### config.mk
export PLATFORM = sky130hd
export DESIGN_NAME = fb_port_arbiter
export DESIGN_NICKNAME = d
export VERILOG_FILES = /design/src/rtl/fb_arb_pkg.sv /design/src/rtl/fb_wr_fifo.sv /design/src/rtl/fb_port_arbiter.sv
export SDC_FILE = /design/constraint.sdc
export NUM_CORES = 1
export LEC_CHECK = 0
export CORE_UTILIZATION = 45
export CTS_BUF_LIST = sky130_fd_sc_hd__clkbuf_4 sky130_fd_sc_hd__clkbuf_8 sky130_fd_sc_hd__clkbuf_16
export DETAILED_ROUTE_END_ITERATION = 12
export PLACE_DENSITY = 0.69
export SLEW_MARGIN = 20
export SYNTH_ARGS = -nofsm -noshare
export SYNTH_HDL_FRONTEND = slang
export SYNTH_SLANG_ARGS = --single-unit
### constraint.sdc
create_clock -name Clk -period 5.05 [get_ports Clk]
set_input_delay 1.01 -clock Clk [delete_from_list [all_inputs] [get_ports Clk]]
set_output_delay 1.01 -clock Clk [all_outputs]
set_load 0.03 [all_outputs]
### src/rtl/fb_arb_pkg.sv
// Shared types and constants for the frame-buffer port arbiter.
package fb_arb_pkg;

  localparam int FB_H_RES  = 640;
  localparam int FB_V_RES  = 480;
  localparam int FB_ADDR_W = 19;
  localparam int FB_DATA_W = 8;

  // Operation driven onto the single OCM port in the current cycle.
  typedef enum logic [1:0] {
    OP_IDLE  = 2'd0,
    OP_READ  = 2'd1,
    OP_WRITE = 2'd2
  } port_op_e;

  // One posted write waiting for a free port slot.
  typedef struct packed {
    logic [FB_ADDR_W-1:0] addr;
    logic [FB_DATA_W-1:0] data;
  } wfifo_entry_t;

endpackage

### src/rtl/fb_wr_fifo.sv
// Posted-write FIFO for the frame-buffer arbiter. Circular buffer with
// head/tail pointers one bit wider than the slot index so full and empty
// are told apart. With FB_ARB_RAW_BYPASS_EN defined it also exposes every
// slot, the per-slot valid bits and the head index for the read bypass.
import fb_arb_pkg::*;

module fb_wr_fifo #(
  parameter int DEPTH = 4,
  localparam int IDX_W = $clog2(DEPTH)
) (
  input  logic             clk,
  input  logic             rst,
  input  logic             push,
  input  wfifo_entry_t     push_entry,
  input  logic             pop,
  output wfifo_entry_t     head,
  output logic             full,
  output logic             empty
`ifdef FB_ARB_RAW_BYPASS_EN
  ,
  output wfifo_entry_t     entries [DEPTH],
  output logic [DEPTH-1:0] valid,
  output logic [IDX_W-1:0] head_idx
`endif
);

  wfifo_entry_t     slots [DEPTH];
  logic [IDX_W:0]   wr_ptr;
  logic [IDX_W:0]   rd_ptr;
  logic [IDX_W:0]   count;

  assign count = wr_ptr - rd_ptr;
  assign full  = (count == (IDX_W+1)'(DEPTH));
  assign empty = (wr_ptr == rd_ptr);
  assign head  = slots[rd_ptr[IDX_W-1:0]];

  // Pointer update; a push into a full FIFO or a pop from an empty one is ignored.
  always_ff @(posedge clk or posedge rst) begin
    if (rst) begin
      wr_ptr <= '0;
      rd_ptr <= '0;
    end else begin
      if (push && !full) wr_ptr <= wr_ptr + 1'b1;
      if (pop && !empty) rd_ptr <= rd_ptr + 1'b1;
    end
  end

  // Slot storage; contents are meaningless outside the valid window so no reset.
  always_ff @(posedge clk) begin
    if (push && !full) slots[wr_ptr[IDX_W-1:0]] <= push_entry;
  end

`ifdef FB_ARB_RAW_BYPASS_EN
  assign entries  = slots;
  assign head_idx = rd_ptr[IDX_W-1:0];

  // A slot is valid when its distance from the head is below the fill count.
  always_comb begin
    valid = '0;
    for (int i = 0; i < DEPTH; i++) begin
      logic [IDX_W-1:0] age;
      age = IDX_W'(i) - rd_ptr[IDX_W-1:0];
      valid[i] = ({1'b0, age} < count);
    end
  end
`endif

endmodule

### src/rtl/fb_port_arbiter.sv
// Single-port OCM arbiter: scanout reads always win, paint writes are posted
// into fb_wr_fifo and drained on cycles without a read.
// Optional feature macro: FB_ARB_RAW_BYPASS_EN (read-after-posted-write bypass).
//
// Handshake: a write transfers on the rising edge where wr_valid & wr_ready
// are both 1; wr_ready depends only on registered FIFO state. rd_req has no
// ready: every sampled request issues and returns exactly one RE_OCM pulse
// MEM_LAT+1 edges later unless Reset intervenes.
import fb_arb_pkg::*;

module fb_port_arbiter #(
  parameter int ADDR_W      = FB_ADDR_W,
  parameter int DATA_W      = FB_DATA_W,
  parameter int MEM_LAT     = 1,
  parameter int WFIFO_DEPTH = 4
) (
  input  logic              Clk,
  input  logic              Reset,
  input  logic              rd_req,
  input  logic [ADDR_W-1:0] rd_addr,
  output logic              RE_OCM,
  output logic [DATA_W-1:0] PixelColor,
  input  logic              wr_valid,
  input  logic [ADDR_W-1:0] wr_addr,
  input  logic [DATA_W-1:0] wr_data,
  output logic              wr_ready,
  output logic [ADDR_W-1:0] mem_addr,
  output logic [DATA_W-1:0] mem_wdata,
  output logic              mem_we,
  output logic              mem_re,
  input  logic [DATA_W-1:0] mem_rdata,
  output logic              wfifo_empty,
  output port_op_e          dbg_op
);

  localparam int IDX_W = $clog2(WFIFO_DEPTH);

  port_op_e       op;
  port_op_e       op_nxt;
  wfifo_entry_t   push_entry;
  wfifo_entry_t   head;
  logic           fifo_full;
  logic           fifo_empty;
  logic           push;
  logic           pop;
  logic [DATA_W-1:0] rsp_data;

  // rsp_chain[0] is the live read strobe, rsp_chain[i+1] is rsp_vld[i].
  logic [MEM_LAT:0]   rsp_vld;
  logic [MEM_LAT+1:0] rsp_chain;

  assign push_entry  = {wr_addr, wr_data};
  assign push        = wr_valid & wr_ready;
  assign pop         = (op_nxt == OP_WRITE);
  assign wr_ready    = ~fifo_full;
  assign wfifo_empty = fifo_empty;
  assign dbg_op      = op;
  assign rsp_chain   = {rsp_vld, mem_re};
  assign RE_OCM      = rsp_vld[MEM_LAT];

`ifdef FB_ARB_RAW_BYPASS_EN
  wfifo_entry_t      entries [WFIFO_DEPTH];
  logic [WFIFO_DEPTH-1:0] fifo_valid;
  logic [IDX_W-1:0]  head_idx;
  logic [IDX_W-1:0]  scan_idx;
  logic              byp_hit;
  logic [DATA_W-1:0] byp_data;
  logic [MEM_LAT:0]  byp_hit_p;
  logic [DATA_W-1:0] byp_data_p [MEM_LAT+1];
`endif

  fb_wr_fifo #(.DEPTH(WFIFO_DEPTH)) u_wr_fifo (
    .clk        (Clk),
    .rst        (Reset),
    .push       (push),
    .push_entry (push_entry),
    .pop        (pop),
    .head       (head),
    .full       (fifo_full),
    .empty      (fifo_empty)
`ifdef FB_ARB_RAW_BYPASS_EN
    ,
    .entries    (entries),
    .valid      (fifo_valid),
    .head_idx   (head_idx)
`endif
  );

  // Port priority: read, else drain one posted write, else idle.
  always_comb begin
    op_nxt = OP_IDLE;
    if (rd_req)           op_nxt = OP_READ;
    else if (!fifo_empty) op_nxt = OP_WRITE;
  end

  // Registered port op and OCM strobes; address/data hold while idle.
  always_ff @(posedge Clk or posedge Reset) begin
    if (Reset) begin
      op        <= OP_IDLE;
      mem_re    <= 1'b0;
      mem_we    <= 1'b0;
      mem_addr  <= '0;
      mem_wdata <= '0;
    end else begin
      op <= op_nxt;
      unique case (op_nxt)
        OP_READ: begin
          mem_re   <= 1'b1;
          mem_we   <= 1'b0;
          mem_addr <= rd_addr;
        end
        OP_WRITE: begin
          mem_re    <= 1'b0;
          mem_we    <= 1'b1;
          mem_addr  <= head.addr;
          mem_wdata <= head.data;
        end
        default: begin
          mem_re <= 1'b0;
          mem_we <= 1'b0;
        end
      endcase
    end
  end

`ifdef FB_ARB_RAW_BYPASS_EN
  // Scan from oldest to newest so the newest matching posted write wins.
  always_comb begin
    byp_hit  = 1'b0;
    byp_data = '0;
    scan_idx = '0;
    for (int a = 0; a < WFIFO_DEPTH; a++) begin
      scan_idx = head_idx + IDX_W'(a);
      if (fifo_valid[scan_idx] && (entries[scan_idx].addr == rd_addr)) begin
        byp_hit  = 1'b1;
        byp_data = entries[scan_idx].data;
      end
    end
  end

  // Bypass snapshot travels alongside the read strobe through the response pipe.
  always_ff @(posedge Clk or posedge Reset) begin
    if (Reset) begin
      byp_hit_p <= '0;
      for (int i = 0; i <= MEM_LAT; i++) byp_data_p[i] <= '0;
    end else begin
      byp_hit_p[0]  <= rd_req & byp_hit;
      byp_data_p[0] <= byp_data;
      for (int i = 1; i <= MEM_LAT; i++) begin
        byp_hit_p[i]  <= byp_hit_p[i-1];
        byp_data_p[i] <= byp_data_p[i-1];
      end
    end
  end

  assign rsp_data = byp_hit_p[MEM_LAT] ? byp_data_p[MEM_LAT] : mem_rdata;
`else
  assign rsp_data = mem_rdata;
`endif

  // Read-response valid pipe; PixelColor is captured when OCM data is valid.
  always_ff @(posedge Clk or posedge Reset) begin
    if (Reset) begin
      rsp_vld    <= '0;
      PixelColor <= '0;
    end else begin
      rsp_vld    <= rsp_chain[MEM_LAT:0];
      PixelColor <= rsp_chain[MEM_LAT] ? rsp_data : '0;
    end
  end

endmodule

==> flow_summary.ini, run 1 <==
[floorplanning]
core_area_mm2 = 0.0127
dieArea_mm2 = 0.0137
placementRows = 41
floorplan.die.width_um = 117
floorplan.initialDensity_pct = 46.7
fp.dieH_um = 117
num_io_pins = 100

[routing]
routed_wirelength_um = 11000
drt_first_iter_violations = 142
number_of_vias_per_cell_after_detailed_routing = 5.10
detail-route-antenna-nets = 0
drt_pass1_iterations = 4
num_vias = 3144
remaining_routing_drc_violations = 0
route.detailed.wl_per_inst_um = 17.8

[sta]
worst_pin_slew_ns = 0.813
min_hold_slack_ns = 0.374
final-max-slew-violation-count = 0
relSlewSlack_pct = 45.7
finClkSkew_ns = 0.00532
timing.final.crit_share_pct = 71.5
timing_hold_violations_final = 0
timing.final.crit_period_ns = 3.61
maxClockFrequency_mhz = 277
final.setup.tns_ns = 0
timing.final.ws_setup_ns = 1.44
finalSetupViolations = 0
grt_setup_unrepaired = no

[clocking]
holdBufCountCts = 0
postCtsSetupRepairBufs = 0
ctsHtreeMaxLevel = 4
cts-root-buf = sky130_fd_sc_hd__clkbuf_16
cts-buffers-inserted = 17
clkTransAtPathRegs_ns = 0.06
cts-root-to-sink-buffers = 2
post_cts_resize_count = 0
cts_sinks = 154
tritoncts = done
insertion_delay_ns = 0.41

[pwr]
finalPower_w = 0.00492
peakVddDrop_mv = 0.280
power_density_mw_per_mm2 = 636
static-leakage-power_nw = 2.81

[synthesis]
sequential_share_of_the_synthesized_area_pct = 74.0
ys_seq_elements = 154
synth_cell_type_count = 23
ys_dominant_reg_cell = sky130_fd_sc_hd__edfxtp_1
post_synth.cell_area_avg_um2 = 18.2
synthArstFlopShare_pct = 29.9
synth-warning-count = 0
syn-num-nets = 391
synth-edff-count = 108
post_synth_inst_count = 326
synth.cell_area_mm2 = 0.00594

[critical_path]
data_arrival_time_of_the_worst_path_ns = 2.60
timing.critical_path.slowest_cell_delay_ns = 0.46
reg2reg_to = u_wr_fifo.slots[2][8]
critPathKind = reg -> out
r2r-start = u_wr_fifo.rd_ptr[2]
r2r_slack_ns = 2.21
startpoint_type = register
crit_chain = inv_1 -> ha_1 -> and2_1 -> buf_4 -> nand2_1 -> inv_1 -> buf_4
slowest_stage = sky130_fd_sc_hd__nand2_1
crit_required_ns = 4.04
rr_worst_depth = 5
cp-end-kind = output pin
critical_path.max_fanout = 20

[layout]
layout_cells_sized_above_1_pct = 18.7
final_util_pct = 60.8
nFillCells = 1010
finish.net_count = 497
layout.cells.most_common = sky130_fd_sc_hd__edfxtp_1
antenna-diode-count = 0
commonest_non_fill_non_tap_cells_in_the_layout = 108 x sky130_fd_sc_hd__edfxtp_1, 98 x sky130_fd_sc_hd__clkdlybuf4s50_1, 45 x sky130_fd_sc_hd__dfrtp_1, 27 x sky130_fd_sc_hd__mux4_2, 24 x sky130_fd_sc_hd__nand2_1
syn_to_final_growth_pct = 30.3

[placement]
final_weighted_congestion_in_routability_driven_placement = 0.734
detailedPlace.worstSlack_ns = 1.84
place_hpwl_um = 6600
numPortBuffers = 99

[global_route]
grt_pass1_wl_um = 16800
gr-usage-all-layers_pct = 17.6
grt_antenna_before_repair = 0
grt_start_max_net_pins = 47
grt_overflow_total = 0
vias_in_the_first_global_route = 3259

[hold_path]
hold_class = reg -> reg
hold-path-cell-count = 0
hold_path_end = rsp_vld[0]
holdCritStartpoint = mem_re

[status]
status = finished, final reports clean

[job]
max-cap-violations = 0
[layer usage]
metal	track usage, %	routed length [µm]	part of all wire [%]
met5	0	0	0
met2	29.0	5500	50
met3	4.38	474	4.3
met4	8.95	273	2.5
met1	21.9	4730	43
[cell type report]
cell class	instances	area (µm²)	share of cell area, %
Sequential cell	154	4400	56.8
Multi-Input combinational cell	147	1430	18.5
Tap cell	172	215	2.78
Clock buffer	23	489	6.32
Inverter	5	20.0	0.259
Timing Repair Buffer	107	1070	13.8
Clock inverter	9	119	1.54
[critical path: cells and delay by family (launching register included)]
kind | cells | cell delay (ns)
fa+ha+maj | 1 | 0.28
buf+inv | 4 | 0.77
flops | 1 | 0.38
simple gates | 2 | 0.76
[synth_stat cells, types with 2 or more instances]
library cell | count | share of area (%)
sky130_fd_sc_hd__edfxtp_1 | 108 | 55
sky130_fd_sc_hd__dfrtp_1 | 46 | 19
sky130_fd_sc_hd__mux4_2 | 27 | 10
sky130_fd_sc_hd__nand2_1 | 24 | 1.5
sky130_fd_sc_hd__nor2b_1 | 20 | 2.1
sky130_fd_sc_hd__a21oi_1 | 19 | 1.6
sky130_fd_sc_hd__a31oi_1 | 19 | 2.0
sky130_fd_sc_hd__and2_1 | 12 | 1.3
sky130_fd_sc_hd__clkbuf_1 | 11 | 0.70
sky130_fd_sc_hd__mux2_2 | 8 | 1.5
sky130_fd_sc_hd__ha_1 | 7 | 1.5
sky130_fd_sc_hd__buf_4 | 6 | 0.76
sky130_fd_sc_hd__inv_1 | 5 | 0.32
sky130_fd_sc_hd__buf_2 | 3 | 0.25
sky130_fd_sc_hd__xnor2_1 | 2 | 0.29
sky130_fd_sc_hd__xor2_1 | 2 | 0.29
[logic make-up after synthesis]
group           share of synthesized area, %
xor+xnor                                1.33
simple gates                            4.89
mux                                     12.0
buf+inv                                 2.02
fa+ha+maj                               1.47
flops                                   74.0
compound gates                          4.30
[report_power, final]
group          switching [W]  total, W  internal (W)  leakage, nW
clock network       0.000454   0.00128      0.000826        0.308
registers           0.000132   0.00187       0.00174         1.53
logic                0.00102   0.00177      0.000759        0.971
total                0.00160   0.00492       0.00332         2.81
[how the worst max path moves through the flow]
| stage | end | from | slack [ns] | depth (start not counted) |
|---|---|---|---|---|
| CTS | wfifo_empty | u_wr_fifo.wr_ptr[0] | 1.38 | 7 |
| finish | wfifo_empty | u_wr_fifo.wr_ptr[0] | 1.44 | 7 |
| detailed placement | wfifo_empty | u_wr_fifo.wr_ptr[0] | 1.84 | 7 |
| global route | wfifo_empty | u_wr_fifo.wr_ptr[0] | 1.26 | 7 |
| floorplan | wfifo_empty | u_wr_fifo.rd_ptr[1] | 2.01 | 9 |
| global placement | wfifo_empty | u_wr_fifo.wr_ptr[0] | 1.90 | 7 |
[per-stage QoR]
| stage | area [µm²] | std cells |
|---|---|---|
| 2_1_floorplan | 5940 | 326 |
| 3_3_place_gp | 7100 | 584 |
| 3_5_place_dp | 7100 | 584 |
| 4_1_cts | 7710 | 616 |
| 5_1_grt | 7740 | 617 |
| 6_report | 7740 | 617 |
[registers in the layout (all words and copies together) (netlist names)]
signal	flops
mem_we	1
mem_wdata	8
mem_re	1
rsp_vld	2
dbg_op	1
u_wr_fifo.wr_ptr	3
u_wr_fifo.slots	108
mem_addr	19
PixelColor	8
u_wr_fifo.rd_ptr	3
No activity file was read; power rests on OpenSTA's default activity.
==> inputs of run 2 (changes only) <==
Settings changed: PLACE_DENSITY 0.69 to 0.72.
Clock period 5.05 ns to 3.1 ns, I/O delays scaled along.
==> run 2 against run 1 <==
Hold slack improved by 0.0057 ns. Final area increased by 0.26%. Utilization increased by 0.16 points. Clock skew up 0.00088 ns. Highest routed layer unchanged.
==> flow_summary.ini, run 2 (synthesized netlist as in run 1, its figures left out) <==
[clocking]
postCtsSetupRepairBufs = 0
insertion_delay_ns = 0.42
post_cts_resize_count = 0
cts_sinks = 154
cts-buffers-inserted = 17
tritoncts = done
clkTransAtPathRegs_ns = 0.06
cts-root-buf = sky130_fd_sc_hd__clkbuf_16
ctsHtreeMaxLevel = 4
cts-root-to-sink-buffers = 2
holdBufCountCts = 0

[critical_path]
crit_required_ns = 2.48
critical_path.endpoint = wr_ready
crit_start = u_wr_fifo.wr_ptr[0]
timing.critical_path.slowest_cell_delay_ns = 0.67
reg2reg_to = u_wr_fifo.slots[0][20]
rr_worst_depth = 7
cp-end-kind = output pin
crit_chain = inv_1 -> ha_1 -> nor2b_1 -> xnor2_2 -> nand2_1 -> clkdlybuf4s50_1
r2r_slack_ns = 0.66
r2r-start = u_wr_fifo.wr_ptr[0]
critical_path.max_fanout = 4
slowest_stage = sky130_fd_sc_hd__clkdlybuf4s50_1
data_arrival_time_of_the_worst_path_ns = 2.24
critPathKind = reg -> out
startpoint_type = register

[layout]
commonest_non_fill_non_tap_cells_in_the_layout = 108 x sky130_fd_sc_hd__edfxtp_1, 98 x sky130_fd_sc_hd__clkdlybuf4s50_1, 45 x sky130_fd_sc_hd__dfrtp_1, 27 x sky130_fd_sc_hd__mux4_2, 24 x sky130_fd_sc_hd__nand2_1
syn_to_final_growth_pct = 30.7
nFillCells = 981
multi_input_area_mm2 = 0.00143
antenna-diode-count = 0
largest_register_ff_count = 108
layout.cells.most_common = sky130_fd_sc_hd__edfxtp_1
finish.net_count = 500
final_cells = 620
regArea_mm2 = 0.00440
layout_cells_sized_above_1_pct = 19.4

[sta]
timing_hold_violations_final = 0
finClkSkew_ns = 0.00621
final.setup.tns_ns = 0
grt_setup_unrepaired = no
worst_pin_slew_ns = 0.826
timing.final.crit_share_pct = 92.4
maxClockFrequency_mhz = 349
finalSetupViolations = 0
relSlewSlack_pct = 44.9
final-max-slew-violation-count = 0
timing.final.crit_period_ns = 2.86

[routing]
number_of_vias_per_cell_after_detailed_routing = 5.23
routed_wirelength_um = 11400
remaining_routing_drc_violations = 0
num_vias = 3244
detail-route-antenna-nets = 0
drt_first_iter_violations = 173
route.detailed.wl_per_inst_um = 18.3
drt_pass1_iterations = 4

[global_route]
grt_antenna_before_repair = 0
grt_overflow_total = 0
vias_in_the_first_global_route = 3447
grt_start_max_net_pins = 47
grt_pass1_wl_um = 18100
gr-usage-all-layers_pct = 18.7

[pwr]
power_density_mw_per_mm2 = 1040
portion_of_total_power_attributed_to_the_clock_network_pct = 25.1
peakVddDrop_mv = 0.538
netSwitchingPower_w = 0.00269
comb_power_share_pct = 36.9
static-leakage-power_nw = 2.80
p_seq_share_pct = 38.0
p_sw_share_pct = 33.4
internal_power_w = 0.00536

[hold_path]
hold_class = reg -> reg
holdCritStartpoint = mem_re

[floorplanning]
floorplan.die.width_um = 117
dieArea_mm2 = 0.0137
floorplan.initialDensity_pct = 46.7
core_area_mm2 = 0.0127
fp.dieH_um = 117
num_io_pins = 100
placementRows = 41

[placement]
final_weighted_congestion_in_routability_driven_placement = 0.768
place_hpwl_um = 7340
numPortBuffers = 99
dpl.cell_count = 588

[job]
max-cap-violations = 0

[status]
status = finished, final reports clean
[run 2: per-stage QoR]
stage	hold WS (ns)	power [W]	cell area [µm²]	setup WS (ns)	util, %
CTS	0.383	0.00813	7760	0.191	61.0
global placement	0.368	0.00601	7170	0.717	56.4
global route	0.398	0.00846	7760	0.110	61.0
finish	0.380	0.00804	7760	0.236	61.0
floorplan	0.431	0.00503	5940	0.276	-
detailed placement	0.364	0.00609	7170	0.650	56.4
[run 2: layer usage]
layer	vias up	wire, µm	GRT usage (%)
li1	1457	-	-
met1	1665	4900	23.3
met2	109	5790	30.8
met3	13	552	6.13
met4	0	134	6.33
met5	-	0	0
[run 2: critical path: cells and delay by family, from the launching register on]
family / cells / cell delay, ns
buf+inv: 2 / 0.81
flops: 1 / 0.41
simple gates: 2 / 0.30
fa+ha+maj: 1 / 0.16
xor+xnor: 1 / 0.13
[run 2: final cells by class]
| cell class | count | share of cell area (%) |
|---|---|---|
| clock buffer | 21 | 6.03 |
| inverter | 5 | 0.258 |
| multi-input combinational | 147 | 18.5 |
| timing repair buffer | 110 | 14.3 |
| sequential | 154 | 56.6 |
| tap | 172 | 2.77 |
| clock inverter | 11 | 1.55 |
[run 2: power groups by stage]
stage | Clock, W | Combinational (W) | Sequential (W)
2_1_floorplan | 0 | 0.00160 | 0.00343
3_3_place_gp | 0 | 0.00295 | 0.00306
3_5_place_dp | 0 | 0.00300 | 0.00309
4_1_cts | 0.00205 | 0.00302 | 0.00306
5_1_grt | 0.00213 | 0.00322 | 0.00311
6_report | 0.00202 | 0.00297 | 0.00306
[run 2: worst min path at each step]
stage | endpoint | depth (start not counted)
6_report | rsp_vld[0] | 0
5_1_grt | rsp_vld[0] | 0
4_1_cts | rsp_vld[0] | 0
3_5_place_dp | rsp_vld[0] | 0
3_3_place_gp | rsp_vld[0] | 0
2_1_floorplan | rsp_vld[1] | 0
==> inputs of run 3 (changes only) <==
Settings changed: CAP_MARGIN set to 40, CELL_PAD_IN_SITES_DETAIL_PLACEMENT set to 1, CELL_PAD_IN_SITES_GLOBAL_PLACEMENT set to 2, CORE_UTILIZATION 45 to 35, PLACE_DENSITY 0.72 to unset, PLACE_DENSITY_LB_ADDON set to 0.1.
==> run 3 against run 2 <==
Setup slack better by 0.038 ns. Via count down 2.7%. Final area rose by 0.35%. Critical path depth unchanged. Sequential share of layout area is 0.20 points lower. Largest cell class unchanged. Final cell count increased by 7.9%. Power about the same. Sequential power about the same. Non-clock buffer count is 1 higher. Combinational power hardly changed. Clock power is essentially flat.
==> flow_summary.ini, run 3 (synthesized netlist as in run 1, its figures left out) <==
[status]
status = finished, final reports clean

[routing]
remaining_routing_drc_violations = 0
number_of_vias_per_cell_after_detailed_routing = 4.72
num_vias = 3158
drt_pass1_iterations = 4
detail-route-antenna-nets = 0
route.detailed.wl_per_inst_um = 18.2
drt_first_iter_violations = 105
routed_wirelength_um = 12200

[sta]
grt_setup_unrepaired = no
timing.final.crit_share_pct = 91.2
maxClockFrequency_mhz = 354
finalSetupViolations = 0
final.setup.tns_ns = 0
timing_hold_violations_final = 0
timing.final.crit_period_ns = 2.83
worst_pin_slew_ns = 0.600
relSlewSlack_pct = 60.0
finClkSkew_ns = 0.00765
final-max-slew-violation-count = 0

[pwr]
power_density_mw_per_mm2 = 1030
peakVddDrop_mv = 0.480
static-leakage-power_nw = 2.80

[hold_path]
hold_class = reg -> reg

[layout]
finish.net_count = 501
fin_area_mm2 = 0.00779
syn_to_final_growth_pct = 31.1
antenna-diode-count = 0
layout_cells_sized_above_1_pct = 19.2
nFillCells = 1636
layout.cells.most_common = sky130_fd_sc_hd__edfxtp_1
commonest_non_fill_non_tap_cells_in_the_layout = 108 x sky130_fd_sc_hd__edfxtp_1, 98 x sky130_fd_sc_hd__clkdlybuf4s50_1, 45 x sky130_fd_sc_hd__dfrtp_1, 27 x sky130_fd_sc_hd__mux4_2, 24 x sky130_fd_sc_hd__nand2_1
largest_register_ff_count = 108

[clocking]
postCtsSetupRepairBufs = 0
clkTransAtPathRegs_ns = 0.06
ctsHtreeMaxLevel = 4
cts-root-buf = sky130_fd_sc_hd__clkbuf_16
cts-buffers-inserted = 17
tritoncts = done
cts_sinks = 154
holdBufCountCts = 0
cts-root-to-sink-buffers = 2
insertion_delay_ns = 0.41
post_cts_resize_count = 0

[critical_path]
crit_required_ns = 2.48
critPathKind = reg -> out
critical_path.max_fanout = 4
r2r_slack_ns = 0.70
crit_start = u_wr_fifo.wr_ptr[0]
rr_worst_depth = 7
reg2reg_to = u_wr_fifo.slots[1][2]
critical_path.endpoint = wr_ready
data_arrival_time_of_the_worst_path_ns = 2.21
cp-end-kind = output pin
startpoint_type = register
r2r-start = u_wr_fifo.wr_ptr[0]

[global_route]
grt_overflow_total = 0
grt_start_max_net_pins = 41
grt_antenna_before_repair = 0
gr-usage-all-layers_pct = 15.1
grt_pass1_wl_um = 19600
vias_in_the_first_global_route = 3539

[floorplanning]
core_area_mm2 = 0.0166
floorplan.die.width_um = 132
floorplan.initialDensity_pct = 35.8
fp.dieH_um = 132
num_io_pins = 100
dieArea_mm2 = 0.0175
placementRows = 47

[job]
max-cap-violations = 0

[placement]
final_weighted_congestion_in_routability_driven_placement = 0.696
placed_cell_area_mm2 = 0.00720
place_hpwl_um = 7740
numPortBuffers = 99
==> run 3: cell count changes in the layout (fill, tap and decap cells not counted), sizes merged <==
cell / previous run / this run
clkbuf: 21 / 18
buf: 12 / 13
clkinv: 6 / 7
inv: 5 / 6
bufinv: 2 / 3
==> run 3: through the flow <==
step / hold WS (ns) / total power [W] / cells / util [%] / worst slack, ns
after floorplan: 0.431 / 0.00503 / 326 / - / 0.276
after global placement: 0.359 / 0.00606 / 637 / 43.4 / 0.714
after detailed placement: 0.365 / 0.00613 / 637 / 43.4 / 0.668
after CTS: 0.379 / 0.00819 / 669 / 47.0 / 0.228
after global routing: 0.398 / 0.00848 / 669 / 47.0 / 0.131
final: 0.380 / 0.00805 / 669 / 47.0 / 0.273
==> run 3: cell type report <==
cell class	count	area (µm²)	share of cell area [%]
sequential	154	4400	56.4
inverter	5	18.8	0.241
tap	220	275	3.53
clock buffer	18	433	5.56
clock inverter	14	154	1.98
multi-input combinational	147	1430	18.4
timing repair buffer	111	1080	13.8
==> run 3: layer usage <==
metal	GRT usage (%)	wire length, µm
met1	19.7	5570
met2	24.1	5910
met3	4.15	577
met4	5.75	149
met5	0	0
==> run 3: power breakdown <==
part	internal (W)	switching [W]
sequential	0.00283	0.000210
combinational	0.00126	0.00171
clock	0.00126	0.000776
==> run 3: worst max-delay path: stages (launching register included) <==
cell and delay [ns]:
sky130_fd_sc_hd__dfrtp_1 0.40, sky130_fd_sc_hd__inv_1 0.15, sky130_fd_sc_hd__ha_1 0.16, sky130_fd_sc_hd__nor2b_1 0.20, sky130_fd_sc_hd__xnor2_2 0.13, sky130_fd_sc_hd__nand2_1 0.09, sky130_fd_sc_hd__clkdlybuf4s50_1 0.67
==> run 3: how the worst min path moves through the flow <==
stage / slack, ns / cells past startpoint / startpoint / to
global route: 0.40 / 0 / mem_re / rsp_vld[0]
global placement: 0.36 / 0 / mem_re / rsp_vld[0]
CTS: 0.38 / 0 / mem_re / rsp_vld[0]
floorplan: 0.43 / 0 / rsp_vld[0] / rsp_vld[1]
detailed placement: 0.36 / 0 / mem_re / rsp_vld[0]
finish: 0.38 / 0 / mem_re / rsp_vld[0]
==> RTL edit, RTL diff (flow settings as in run 2) <==
Add a define of `FB_ARB_RAW_BYPASS_EN`.
--- a/src/rtl/fb_wr_fifo.sv
+++ b/src/rtl/fb_wr_fifo.sv
@@ -4,2 +4,4 @@
 // slot, the per-slot valid bits and the head index for the read bypass.
+`define FB_ARB_RAW_BYPASS_EN
+
 import fb_arb_pkg::*;
Function: changed (Yosys sat finds a counterexample within 10 cycles, from zero or initial values and one cycle with Reset high).
==> RTL edit against run 2 <==
The flow now finishes with violations (negative setup slack); sequential cell count grew 18; sequential share of layout area decreased by 18 points; global-route usage grew 4.6 points; final area increased by 61%; worst setup slack got worse by 0.37 ns; total power is 85% higher; core utilization fell by 2.3 points; worst hold slack got worse by 0.022 ns; final cell count is 69% higher; wire length grew 120%; area after synthesis increased by 65%; via count up 98%.
==> RTL edit: results (changes against run 2) <==
status=finished, violations left; failing checks=negative setup slack; Final TNS setup=-0.958 ns (-0.958 ns); share of layout cells above drive strength 1=33.5% (+14 points); Critical Path Max Stage Delay=0.59 ns (-0.08 ns); first-pass GRT wire length=38.0 mm (+110%); DP HPWL=16.3 mm (+120%); Iteration-0 DRC Markers=596 (+240%); sequential power share=23.7% (-14 points); most frequent cells after synthesis=mux4_2, edfxtp_1, dfrtp_1; largest net degree at the start of global routing=43 (-8.5%); CP Max Fanout=6 (+2); Top Family by Delay on Critical Path=adder cells; clock skew=0.00815 ns (+0.00194 ns); vias per cell=6.12 (+17%); fillers=1565 (+60%); Leakage=4.44 nW (+58%); Max-slew headroom=50.1% (+5.2 points); Final setup violation count=9 (+9); P_comb=9.18 mW (+210%); routability cong.=0.844 (+9.8%); post-place instance area=11300 µm² (+58%); register area share after synthesis=49.4% (-25 points); final layout net count=835 (+67%); final worst slack=-0.135 ns (-0.371 ns); ranking of synthesized cells by area=edfxtp_1, mux4_2, dfrtp_1; share of flip-flops with an asynchronous set or reset=37.2% (+7.3 points); Min Hold Slack=0.358 ns (-0.0220 ns); switching portion of total power=38.6% (+5.2 points)
[RTL edit: cells by family after synthesis]
logic type	Yosys count	share of synthesized area (%)
simple gates	99	5.90
buf+inv	69	3.22
flops	172	49.4
compound gates	46	2.85
xor+xnor	82	7.47
fa+ha+maj	15	1.99
mux	146	29.2
[RTL edit: per-layer routing]
layer  vias up  routed length, µm  track usage [%]
met5         -                  0                0
met4         0                490             6.38
met3        39               1860             4.79
met2       311              12700             40.0
met1      3330               9620             29.9
li1       2741                  -                -
[RTL edit: repair_timing]
item,4_1_cts,5_1_grt
setup endpoints to repair,11,10
setup buffers,8,8
hold buffers,0,0
gates cloned,6,0
gates resized for setup,35,14
pin swaps,16,9
[RTL edit: final cells by class]
type	instances	share of cell area (%)
inverter	13	0.412
timing repair buffer	170	14.2
sequential	172	38.9
clock buffer	19	3.67
multi-input combinational	388	38.9
tap	275	2.76
clock inverter	13	1.17
[RTL edit: path summary, 6_finish.rpt]
| check | start | endpoint | cells after the start |
|---|---|---|---|
| worst max-delay path | u_wr_fifo.wr_ptr[0] | byp_data_p[13] | 14 |
| worst min-delay path | byp_data_p[8] | byp_data_p[0] | 0 |
| worst max register to register | u_wr_fifo.wr_ptr[0] | byp_data_p[13] | 14 |
| worst min register to register | byp_data_p[8] | byp_data_p[0] | 0 |
| max in group asynchronous | Reset | mem_wdata[3] | 3 |
| min in group asynchronous | Reset | mem_addr[1] | 2 |
[RTL edit: stage by stage]
| step | std cells | utilization [%] |
|---|---|---|
| floorplan | 629 | - |
| global placement | 997 | 53.5 |
| detailed placement | 997 | 53.5 |
| CTS | 1042 | 58.1 |
| global route | 1050 | 58.7 |
| finish | 1050 | 58.7 |
